==> src/rtl/reaction_pkg.sv <==
// Shared definitions for the multi-player reaction timer.
//   - state_e  : FSM state encoding (also the value driven on the state output)
//   - RES_*    : per-player result codes
//   - LFSR_TAPS: Galois tap mask for x^16+x^14+x^13+x^11+1
//   - lfsr_step: one right-shifting Galois LFSR step
package reaction_pkg;

  typedef enum logic [1:0] {
    StIdle      = 2'd0,
    StCountdown = 2'd1,
    StTest      = 2'd2,
    StResult    = 2'd3
  } state_e;

  localparam logic [1:0] RES_NONE  = 2'b00;
  localparam logic [1:0] RES_GOOD  = 2'b01;
  localparam logic [1:0] RES_EARLY = 2'b10;
  localparam logic [1:0] RES_LATE  = 2'b11;

  localparam logic [15:0] LFSR_TAPS = 16'hB400;

  function automatic logic [15:0] lfsr_step(input logic [15:0] v);
    return {1'b0, v[15:1]} ^ (v[0] ? LFSR_TAPS : 16'h0000);
  endfunction

endpackage

==> src/rtl/rt_tick_gen.sv <==
// Tick prescaler: counts 0..TICK_DIV-1 and emits a one-cycle tick on wrap.
//   clk   : clock
//   reset : synchronous active-high reset
//   clear : synchronous restart of the count at 0 (first tick TICK_DIV cycles later)
//   tick  : one-cycle pulse when the count wraps
module rt_tick_gen #(
  parameter int unsigned TICK_DIV = 50000
) (
  input  logic clk,
  input  logic reset,
  input  logic clear,
  output logic tick
);

  localparam int unsigned CW = $clog2(TICK_DIV);
  localparam logic [CW-1:0] LastVal = CW'(TICK_DIV - 1);

  logic [CW-1:0] cnt_q;
  logic          wrap;

  assign wrap = (cnt_q == LastVal);
  assign tick = wrap & ~clear;

  always_ff @(posedge clk) begin
    if (reset || clear) begin
      cnt_q <= '0;
    end else if (wrap) begin
      cnt_q <= '0;
    end else begin
      cnt_q <= cnt_q + 1'b1;
    end
  end

endmodule

==> src/rtl/reaction_timer_multi.sv <==
// Multi-player reaction-time tester.
// A start rising edge (in IDLE/RESULT) latches a pseudo-random countdown; when it expires
// the stimulus LED lights and each player's first press is timestamped in ticks.
//   clk, reset   : clock, synchronous active-high reset
//   start        : level input, rising edge starts a round
//   btn          : per-player level buttons, rising edge = press
//   led          : stimulus lamp
//   state        : 0 IDLE, 1 COUNTDOWN, 2 TEST, 3 RESULT
//   done         : one-cycle pulse on entry to RESULT
//   reaction     : per-player tick count, player i at [i*CNT_W +: CNT_W]
//   result       : per-player code (none/good/early/late)
//   winner       : index of the first good player, winner_valid when one exists
module reaction_timer_multi
  import reaction_pkg::*;
#(
  parameter int unsigned PLAYERS    = 4,
  parameter int unsigned CNT_W      = 14,
  parameter int unsigned TICK_DIV   = 50000,
  parameter int unsigned TIMEOUT    = 1000,
  parameter int unsigned MIN_DELAY  = 1000,
  parameter int unsigned DELAY_MASK = 2047,
  parameter logic [15:0] LFSR_SEED  = 16'hACE1,
  localparam int unsigned WIN_W     = (PLAYERS > 1) ? $clog2(PLAYERS) : 1
) (
  input  logic                     clk,
  input  logic                     reset,
  input  logic                     start,
  input  logic [PLAYERS-1:0]       btn,
  output logic                     led,
  output logic [1:0]               state,
  output logic                     done,
  output logic [PLAYERS*CNT_W-1:0] reaction,
  output logic [2*PLAYERS-1:0]     result,
  output logic [WIN_W-1:0]         winner,
  output logic                     winner_valid
);

  localparam logic [CNT_W-1:0] CntMax     = '1;
  localparam logic [CNT_W-1:0] TimeoutVal = CNT_W'(TIMEOUT);
  localparam logic [31:0]      CntMask32  = (32'd1 << CNT_W) - 32'd1;

  logic [15:0]                    lfsr_q;
  logic                           start_q;
  logic [PLAYERS-1:0]             btn_q;
  state_e                         state_q;
  logic                           led_q, done_q, win_valid_q;
  logic [WIN_W-1:0]               winner_q;
  logic [CNT_W-1:0]               delay_q, up_q;
  logic [PLAYERS-1:0][1:0]        res_q;
  logic [PLAYERS-1:0][CNT_W-1:0]  rxn_q;

  logic                           start_rise, start_accept, tick;
  logic [PLAYERS-1:0]             press, new_good;
  logic [PLAYERS-1:0][1:0]        res_d, res_late;
  logic [PLAYERS-1:0][CNT_W-1:0]  rxn_d, rxn_late;
  logic                           all_graded, all_early;
  logic [WIN_W-1:0]               win_idx;
  logic [31:0]                    delay_sum;
  logic [CNT_W-1:0]               delay_sat;

  assign start_rise   = start & ~start_q;
  assign start_accept = start_rise && (state_q == StIdle || state_q == StResult);
  assign press        = btn & ~btn_q;

  // Countdown length, computed wide so the saturation check cannot overflow.
  assign delay_sum = 32'(MIN_DELAY) + (32'(lfsr_q) & 32'(DELAY_MASK) & CntMask32);
  assign delay_sat = (delay_sum > CntMask32) ? CntMax : delay_sum[CNT_W-1:0];

  rt_tick_gen #(
    .TICK_DIV (TICK_DIV)
  ) u_tick (
    .clk   (clk),
    .reset (reset),
    .clear (start_accept),
    .tick  (tick)
  );

  // Grade this cycle's presses; the FSM decides which of these candidates to commit.
  always_comb begin
    res_d    = res_q;
    rxn_d    = rxn_q;
    new_good = '0;
    for (int i = 0; i < int'(PLAYERS); i++) begin
      if (press[i] && res_q[i] == RES_NONE) begin
        if (state_q == StCountdown) begin
          res_d[i] = RES_EARLY;
          rxn_d[i] = CntMax;
        end else if (state_q == StTest) begin
          res_d[i]    = RES_GOOD;
          rxn_d[i]    = up_q;
          new_good[i] = 1'b1;
        end
      end
    end

    all_graded = 1'b1;
    all_early  = 1'b1;
    res_late   = res_d;
    rxn_late   = rxn_d;
    for (int i = 0; i < int'(PLAYERS); i++) begin
      if (res_d[i] == RES_NONE) begin
        all_graded  = 1'b0;
        res_late[i] = RES_LATE;
        rxn_late[i] = TimeoutVal;
      end
      if (res_d[i] != RES_EARLY) all_early = 1'b0;
    end

    // Descending scan so the lowest simultaneous index wins.
    win_idx = '0;
    for (int i = int'(PLAYERS) - 1; i >= 0; i--) begin
      if (new_good[i]) win_idx = WIN_W'(i);
    end
  end

  always_ff @(posedge clk) begin
    if (reset) begin
      lfsr_q      <= LFSR_SEED;
      start_q     <= 1'b0;
      btn_q       <= '0;
      state_q     <= StIdle;
      led_q       <= 1'b0;
      done_q      <= 1'b0;
      win_valid_q <= 1'b0;
      winner_q    <= '0;
      delay_q     <= '0;
      up_q        <= '0;
      res_q       <= '0;
      rxn_q       <= '0;
    end else begin
      lfsr_q  <= lfsr_step(lfsr_q);
      start_q <= start;
      btn_q   <= btn;
      done_q  <= 1'b0;
      unique case (state_q)
        StIdle, StResult: begin
          if (start_accept) begin
            res_q       <= '0;
            rxn_q       <= '0;
            winner_q    <= '0;
            win_valid_q <= 1'b0;
            delay_q     <= delay_sat;
            led_q       <= 1'b0;
            state_q     <= StCountdown;
          end
        end
        StCountdown: begin
          res_q <= res_d;
          rxn_q <= rxn_d;
          if (all_early) begin
            state_q <= StResult;
            done_q  <= 1'b1;
          end else if (delay_q == '0) begin
            led_q   <= 1'b1;
            up_q    <= '0;
            state_q <= StTest;
          end else if (tick) begin
            delay_q <= delay_q - 1'b1;
          end
        end
        StTest: begin
          if (!win_valid_q && (|new_good)) begin
            winner_q    <= win_idx;
            win_valid_q <= 1'b1;
          end
          if (all_graded) begin
            res_q   <= res_d;
            rxn_q   <= rxn_d;
            led_q   <= 1'b0;
            done_q  <= 1'b1;
            state_q <= StResult;
          end else if (up_q == TimeoutVal) begin
            res_q   <= res_late;
            rxn_q   <= rxn_late;
            led_q   <= 1'b0;
            done_q  <= 1'b1;
            state_q <= StResult;
          end else begin
            res_q <= res_d;
            rxn_q <= rxn_d;
            if (tick) up_q <= up_q + 1'b1;
          end
        end
        default: ;
      endcase
    end
  end

  assign led          = led_q;
  assign state        = state_q;
  assign done         = done_q;
  assign reaction     = rxn_q;
  assign result       = res_q;
  assign winner       = winner_q;
  assign winner_valid = win_valid_q;

endmodule

==> config.mk <==
export PLATFORM = sky130hd
export DESIGN_NAME = reaction_timer_multi
export DESIGN_NICKNAME = d
export VERILOG_FILES = /design/src/rtl/reaction_pkg.sv /design/src/rtl/rt_tick_gen.sv /design/src/rtl/reaction_timer_multi.sv
export SDC_FILE = /design/constraint.sdc
export NUM_CORES = 1
export LEC_CHECK = 0
export BUFFER_PORTS_ARGS = -buffer_cell sky130_fd_sc_hd__buf_4
export CORE_UTILIZATION = 50
export CTS_CLUSTER_DIAMETER = 150
export DETAILED_ROUTE_END_ITERATION = 7
export PLACE_DENSITY = 0.68
export SLEW_MARGIN = 25
export SYNTH_ARGS = -nofsm -noshare
export SYNTH_HDL_FRONTEND = slang
export SYNTH_HIERARCHICAL = 1
export SYNTH_SLANG_ARGS = --single-unit
==> constraint.sdc <==
create_clock -name clk -period 3.59 [get_ports clk]
set_input_delay 0.1795 -clock clk [delete_from_list [all_inputs] [get_ports clk]]
set_output_delay 0.1795 -clock clk [all_outputs]
set_load 0.01 [all_outputs]
==> results.toml, run 1 <==
[logic_synthesis]
yosys_warnings = 6
synth_most_common_cell = "dfxtp_1"
ys.flop_type = "dfxtp_1"
synth.cell_area_sq_um = 6660
seq_area_frac_synth_pct = 40.9
synth_edf_count = 0
syn_nets = 818
synthCells = 803
ys_ff_latch = 136
synth_area_leader_cell = "dfxtp_1"
synth_top_area_share_pct = 40.9
synth_common_cells = "136 x dfxtp_1, 96 x nor2_1, 66 x a21oi_1, 66 x nand2_1, 63 x o21ai_0"
synth_area_leaders = "dfxtp_1 41%, nor2_1 5.4%, a21oi_1 5.0%, o21ai_0 4.7%, o2bb2ai_1 4.2%"
avgSynthCellArea_sq_um = 8.30
synth.distinct_cells = 76
async_flop_share_pct = 0

[routing]
num_vias = 6250
dr.first_iter.drc_count = 514
ant_nets = 0
vias_per_cell = 5.95
post_drt_wl_per_cell_um = 17.4
drt-total-wl_mm = 18.2
first_pass_iters = 5
drc = 0

[floorplan]
start_util_pct = 52.0
fp-row-count = 41
die_w_um = 117
coreArea_sq_um = 12800
dieArea_sq_um = 13800
pin_count = 78
die_h_um = 117

[cts]
clock_latency_ps = 430
cts-resized-gates = 0
cts-htree-levels = 4
clockRootBuffer = "clkbuf_16"
cts_tree = "built"
clkTransAtPathRegs_ps = 60
cts_buffers = 17
cts_setup_buffers = 0
cts.sinks = 136
cts.path.max_buffers = 2

[cells_and_area]
nNetsFinal = 880
final_util_pct = 62.1
regArea_sq_um = 2720
design_area_sq_um = 7970
fillers = 1100
multi_input_area_sq_um = 3650
drive_gt1_share_pct = 19.7
n_antenna_cell = 0
synthToLayoutAreaGrowth_pct = 19.5

[power_and_ir_drop]
powerDensity_nw_per_um2 = 634
seqPwrFrac_pct = 34.4
max-vdd-ir-drop_uv = 425
switching_share_pct = 37.3
switching_power_mw = 1.88
power.share.combinational_pct = 31.5
power_mw = 5.05
p_int_mw = 3.16
p_leak_nw = 2.94
clockPowerShare_pct = 34.1

[run]
drv_cap = 0

[hold_path]
worstHoldStart = "btn[2]"
min_path_cells = 2
hold_path_class = "input pin to flip-flop"
worstHoldEndpoint = "btn_q[2]"

[sta]
period_share_pct = 86.8
setup_viol = 0
hold_viol = 0
max-slew-margin-rel_pct = 42.7
fmax_mhz = 321
rsz0062_at_grt = "no"
finalSetupTns_ps = 0
fin_crit_ps = 3120
slew_viol_final = 0
worst_slew_pin_slew_ps = 851
clock_skew_ps = 15.2

[setup_path]
path_class = "flip-flop to flip-flop"
crit_path_end_kind = "flip-flop"
start_kind = "flip-flop"
crit_chain = "inv_1, ha_1, nor4bb_1, o221ai_1, nor4_4, o21a_1, nor3_1, a32o_1"
ff2ff_setup_slack_ps = 470
crit_required_ps = 3910
rr_endpoint = "up_q[5]"
worstReg2RegStart = "state[1]"
reg2regPathDepth = 8
cp_slowest_cell = "nor4_4"
max_stage_delay_ps = 560
cp.arrival_ps = 3430
cp_max_fo = 15

[global_route]
grt_max_degree = 67
grt_first_pass_wirelength_mm = 29.6
grt_overflow = 0
track_usage_pct = 26.8
antenna_found_initial = 0
first_global_vias = 5873

[place]
placed_area_sq_um = 7340
place.gp.congestion = 0.941
place_hpwl_mm = 12.4
io_buffers = 77

[run_status]
status = "complete, no violations"
-- stage by stage --
stage          hold slack [ps]  std cells  setup slack [ps]
3_3_place_gp               391       1015               538
6_report                  4.43       1050               475
5_1_grt                   19.8       1050               287
2_1_floorplan              308        803              1010
3_5_place_dp               404       1015               355
4_1_cts                   4.48       1050               359
-- routing by layer --
metal  routed length [um]  global-route usage (%)  part of all wire (%)  up-vias
met3                 1230                    7.78                   6.7       33
met4                  398                    10.6                   2.2        0
li1                     -                       -                     -     3027
met5                    0                       0                     0        -
met2                 8290                    41.4                    46      221
met1                 8300                    35.1                    46     2969
-- worst max-delay path: cells and delay by family, from the launching register on --
family	cells	cell delay [ps]
buf+inv	1	70
simple gates	3	1090
fa+ha+maj	1	430
flops	1	360
compound gates	3	1040
-- worst max-delay path by stage --
| stage | cells after the start | start | to |
|---|---|---|---|
| 2_1_floorplan | 11 | state[0] | delay_q[6] |
| 3_3_place_gp | 8 | state[1] | up_q[4] |
| 6_report | 8 | state[1] | up_q[5] |
| 4_1_cts | 8 | state[1] | up_q[4] |
| 3_5_place_dp | 8 | state[1] | up_q[4] |
| 5_1_grt | 8 | state[1] | up_q[4] |
-- kinds of logic (layout without fill, tap and decap cells) --
group / after synthesis / in the layout / synth area share (%)
flops: 136 / 136 / 40.9
xor+xnor: 23 / 23 / 3.02
mux: 4 / 4 / 0.620
simple gates: 313 / 313 / 25.8
compound gates: 248 / 248 / 23.8
buf+inv: 71 / 146 / 4.41
fa+ha+maj: 8 / 8 / 1.50
-- timing repair --
item                       CTS  global route
setup endpoints to repair    0             0
hold buffers                 3             0
hold endpoints to repair     3             0
-- placed cells by master, fill, tap and decap left out, drive strengths merged, types with 7 or more instances in the layout --
master,count
nor3,19
nand2,67
nor2,108
clkbuf,18
or2,11
dfxtp,136
nand3,19
nor4,12
nand4,14
xnor2,16
o21ai,78
nand2b,9
ha,8
a31oi,7
and3,7
o2bb2ai,32
inv,21
xor2,7
o31ai,14
nor2b,15
buf,91
a21oi,66
-- final cells by class --
type,count,area share (%)
Sequential cell,136,34.2
Clock buffer,18,5.51
Multi-Input combinational cell,596,45.8
Timing Repair Buffer,94,8.95
Inverter,20,0.942
Clock inverter,14,1.88
Tap cell,172,2.70
-- registers in the layout, indices dropped and copies added, names as in the netlist --
register      cells
reaction         56
led               1
winner            2
lfsr_q           16
btn_q             4
up_q             14
state             2
result            8
u_tick/cnt_q     16
start_q           1
delay_q          14
done              1
winner_valid      1
-- power by group through the flow --
| stage | clock, mW | sequential (mW) | combinational [mW] |
|---|---|---|---|
| after floorplan | 0 | 1.76 | 1.11 |
| after global placement | 0 | 1.76 | 1.51 |
| after detailed placement | 0 | 1.76 | 1.54 |
| after CTS | 1.74 | 1.73 | 1.56 |
| after global routing | 1.83 | 1.75 | 1.74 |
| final | 1.72 | 1.74 | 1.59 |
No activity file was read; power rests on OpenSTA's default activity.
==> inputs of run 2 (changes only) <==
--- a/config.mk
+++ b/config.mk
@@ -10,6 +10,7 @@
 export CTS_CLUSTER_DIAMETER = 150
 export DETAILED_ROUTE_END_ITERATION = 7
 export PLACE_DENSITY = 0.68
+export REMOVE_ABC_BUFFERS = 1
 export SLEW_MARGIN = 25
 export SYNTH_ARGS = -nofsm -noshare
 export SYNTH_HDL_FRONTEND = slang
==> run 2 against run 1 <==
  * Global-route usage increased by 0.58 points
  * Register-to-register slack improved by 30 ps
  * Worst setup slack improved by 29 ps
  * Final cell count increased by 0.19%
  * Non-clock buffer count increased by 2
  * Sequential cell count unchanged
  * Fmax increased by 0.93%
  * Clock-buffer cell count decreased by 1
  * Largest cell class unchanged
==> results.toml, run 2 (synthesis results as in run 1) <==
[run_status]
status = "complete, no violations"

[floorplan]
pin_count = 78
coreArea_sq_um = 12800
die_w_um = 117
start_util_pct = 52.0
die_h_um = 117
fp-row-count = 41
dieArea_sq_um = 13800

[global_route]
grtUsageMet3_pct = 7.39
first_global_vias = 5955
grt_use_met2_pct = 42.9
grt-busiest-layer = "met2"
use_met1_pct = 36.0
grt_overflow = 0
track_usage_pct = 27.4
grt_max_degree = 44
grt_first_pass_wirelength_mm = 30.3
antenna_found_initial = 0

[cells_and_area]
n_antenna_cell = 0
layout.cells.non_filler = 1052
largest_reg_flops = 56
drive_gt1_share_pct = 19.7
fillers = 1156
nNetsFinal = 882
synthToLayoutAreaGrowth_pct = 19.4
mostFrequentLayoutCells = "136 x dfxtp_1, 96 x nor2_1, 91 x buf_4, 66 x nand2_1, 66 x a21oi_1"
multi_input_area_sq_um = 3650
final_common_cell = "dfxtp_1"
regArea_sq_um = 2720

[place]
place_inst = 1015
place.gp.congestion = 0.884
io_buffers = 77
pre_cts_slack_ps = 429
place_hpwl_mm = 12.6

[cts]
clock_latency_ps = 430
cts-htree-levels = 4
clockRootBuffer = "clkbuf_16"
clkTransAtPathRegs_ps = 60
cts-resized-gates = 0
cts_tree = "built"
cts.path.max_buffers = 2
cts_buffers = 17
cts.sinks = 136

[routing]
first_pass_iters = 5
post_drt_wl_per_cell_um = 17.6
drc = 0
drt-total-wl_mm = 18.5
dr.first_iter.drc_count = 427
ant_nets = 0
num_vias = 6369
vias_per_cell = 6.05

[sta]
slew_viol_final = 0
hold_slack_ps = 139
hold_viol = 0
fin_crit_ps = 3090
rsz0062_at_grt = "no"
clock_skew_ps = 9.73
max-slew-margin-rel_pct = 37.0
fmax_mhz = 324
fin_ws_ps = 503
worst_slew_pin_slew_ps = 941
setup_viol = 0
period_share_pct = 86.0
finalSetupTns_ps = 0

[setup_path]
crit_path_end_kind = "flip-flop"
path_class = "flip-flop to flip-flop"
crit_required_ps = 3900
start_kind = "flip-flop"
cp_max_fo = 14
ff2ff_setup_slack_ps = 500
cp.arrival_ps = 3400

[power_and_ir_drop]
power_mw = 5.00
powerDensity_nw_per_um2 = 628
p_leak_nw = 2.94
max-vdd-ir-drop_uv = 343

[run]
drv_cap = 0

[hold_path]
hold_path_class = "input pin to flip-flop"
run 2: worst max-delay path, stage by stage (launching register included):
cell and delay (ps):
dfxtp_1 350, inv_1 70, ha_1 420, nor4bb_1 370, o221ai_1 260, nor4_4 570
o21a_1 520, nor3_1 150, a32o_1 250
run 2: per-layer routing:
metal  vias up  share of wire, %
met5         -                 0
met3        21               6.9
met1      3035                44
li1       3045                 -
met2       268                47
met4         0               1.3
run 2: repair_timing:
action / 4_1_cts / 5_1_grt
buffers inserted: 0 / 0
hold endpoints to repair: 5 / 0
hold buffers: 5 / 0
run 2: report_power, final:
part / total [mW] / internal [mW] / leakage [nW] / switching, mW
clock network: 1.66 / 0.908 / 0.269 / 0.749
logic: 1.60 / 0.509 / 1.57 / 1.09
registers: 1.74 / 1.63 / 1.10 / 0.110
total: 5.00 / 3.04 / 2.94 / 1.95
run 2: final timing paths:
kind                   start         end  cells past startpoint
hold reg to reg   lfsr_q[12]  lfsr_q[11]                      1
setup / recovery    state[1]     up_q[6]                      8
hold / removal         reset   lfsr_q[8]                      2
setup reg to reg    state[1]     up_q[6]                      8
run 2: metrics by stage:
step                      util [%]  cell area, sq um
after global placement        57.3              7340
after floorplan                  -              6440
after detailed placement      57.3              7340
after CTS                     62.0              7950
final                         62.0              7960
after global routing          62.0              7960
run 2: layout make-up:
type / instances / share of cell area [%]
tap: 172 / 2.71
clock inverter: 15 / 1.65
sequential: 136 / 34.2
multi-input combinational: 596 / 45.9
inverter: 20 / 0.944
clock buffer: 17 / 5.35
timing repair buffer: 96 / 9.22
==> inputs of run 3 (changes only) <==
--- a/config.mk
+++ b/config.mk
@@ -5,7 +5,7 @@
 export SDC_FILE = /design/constraint.sdc
 export NUM_CORES = 1
 export LEC_CHECK = 0
-export BUFFER_PORTS_ARGS = -buffer_cell sky130_fd_sc_hd__buf_4
+export BUFFER_PORTS_ARGS = -buffer_cell sky130_fd_sc_hd__buf_2
 export CORE_UTILIZATION = 50
 export CTS_CLUSTER_DIAMETER = 150
 export DETAILED_ROUTE_END_ITERATION = 7
==> run 3 against run 2 <==
  * Sequential share of layout area increased by 0.87 points
  * Fmax increased by 1.7%
  * Critical endpoint is now up_q[4]
  * Clock power increased by 2%
  * Power decreased by 0.21%
  * Clock skew increased by 0.84 ps
  * Largest power group unchanged
  * Highest routed layer unchanged
  * Register-to-register slack improved by 50 ps
  * Worst setup slack improved by 50 ps
  * Die area unchanged
  * Combinational power decreased by 3%
  * Utilization decreased by 1.5 points
  * Sequential cell count unchanged
  * Via count decreased by 0.85%
==> results.toml, run 3 (synthesis results as in run 1) <==
[run_status]
status = "complete, no violations"

[sta]
period_share_pct = 84.6
setup_viol = 0
fin_crit_ps = 3040
fmax_mhz = 329
hold_viol = 0
clock_skew_ps = 10.6
worst_slew_pin_slew_ps = 965
rsz0062_at_grt = "no"
finalSetupTns_ps = 0
max-slew-margin-rel_pct = 35.2
slew_viol_final = 0

[routing]
vias_per_cell = 6.01
num_vias = 6315
drc = 0
post_drt_wl_per_cell_um = 17.3
first_pass_iters = 5
drt-total-wl_mm = 18.2
ant_nets = 0
dr.first_iter.drc_count = 454

[global_route]
track_usage_pct = 26.8
grt_overflow = 0
grt_max_degree = 44
first_global_vias = 5975
antenna_found_initial = 0
grt_first_pass_wirelength_mm = 29.8

[run]
drv_cap = 0

[setup_path]
start_kind = "flip-flop"
crit_required_ps = 3900
worstReg2RegStart = "state[1]"
worstSetupStartpoint = "state[1]"
cp.arrival_ps = 3350
cp_max_fo = 22
crit_path_end_kind = "flip-flop"
path_class = "flip-flop to flip-flop"

[floorplan]
die_h_um = 117
dieArea_sq_um = 13800
start_util_pct = 52.0
coreArea_sq_um = 12800
pin_count = 78
die_w_um = 117
fp-row-count = 41

[cells_and_area]
mostFrequentLayoutCells = "136 x dfxtp_1, 96 x nor2_1, 77 x buf_2, 66 x nand2_1, 66 x a21oi_1"
nNetsFinal = 880
drive_gt1_share_pct = 19.8
n_antenna_cell = 0
largest_reg_flops = 56
final_util_pct = 60.5
synthToLayoutAreaGrowth_pct = 16.4
layout.cells.non_filler = 1050
final_common_cell = "dfxtp_1"

[cts]
cts-resized-gates = 0
cts_tree = "built"
clock_latency_ps = 420
cts.sinks = 136
cts-htree-levels = 4
clkTransAtPathRegs_ps = 70
cts_buffers = 17
cts.path.max_buffers = 2
clockRootBuffer = "clkbuf_16"

[hold_path]
worstHoldStart = "btn[0]"
hold_path_class = "input pin to flip-flop"

[power_and_ir_drop]
p_leak_nw = 2.94
max-vdd-ir-drop_uv = 389
powerDensity_nw_per_um2 = 642
power_mw = 4.98

[place]
place_inst = 1016
place_hpwl_mm = 12.2
place.gp.congestion = 0.936
io_buffers = 77
run 3: area by class of cell:
| class | count | area (sq um) |
|---|---|---|
| Fill cell | 1157 | 5070 |
| Multi-Input combinational cell | 596 | 3650 |
| Sequential cell | 136 | 2720 |
| Timing Repair Buffer | 94 | 518 |
| Clock buffer | 18 | 439 |
| Tap cell | 172 | 215 |
| Clock inverter | 14 | 138 |
| Inverter | 20 | 75.1 |
run 3: worst paths after layout:
check	end	slack, ps	cells after the start
hold reg to reg	lfsr_q[11]	420	1
setup / recovery	up_q[4]	550	9
setup reg to reg	up_q[4]	550	9
hold / removal	btn_q[0]	20	2
run 3: through the flow:
step / instance area [sq um] / hold slack (ps) / worst slack [ps]
finish: 7760 / 16.9 / 554
floorplan: 6440 / 249 / 426
global placement: 7160 / 390 / 684
detailed placement: 7160 / 406 / 607
CTS: 7750 / 2.65 / 576
global route: 7760 / 22.6 / 311
run 3: critical path: stages, from the launching register on:
cell	delay (ps)
dfxtp_1	350
inv_1	70
ha_1	160
buf_4	250
nor4bb_1	330
o221ai_1	250
nor4_4	580
o21a_1	520
nor3_1	150
a32o_1	240
run 3: report_power, final:
part	switching, mW	leakage (nW)	internal, mW
sequential	0.107	1.10	1.63
clock	0.717	0.272	0.986
combinational	1.07	1.56	0.477
run 3: what timing repair did:
item                       4_1_cts  5_1_grt
hold buffers                     2        0
hold endpoints to repair         2        0
setup endpoints to repair        0        0
buffers inserted                 0        0
run 3: per-layer routing:
| metal | GRT usage [%] | wire (um) | vias to the layer above |
|---|---|---|---|
| met3 | 6.71 | 1210 | 39 |
| met2 | 41.4 | 8350 | 247 |
| met4 | 11.9 | 443 | 0 |
| met5 | 0 | 0 | - |
| met1 | 35.2 | 8140 | 2993 |
| li1 | - | - | 3036 |
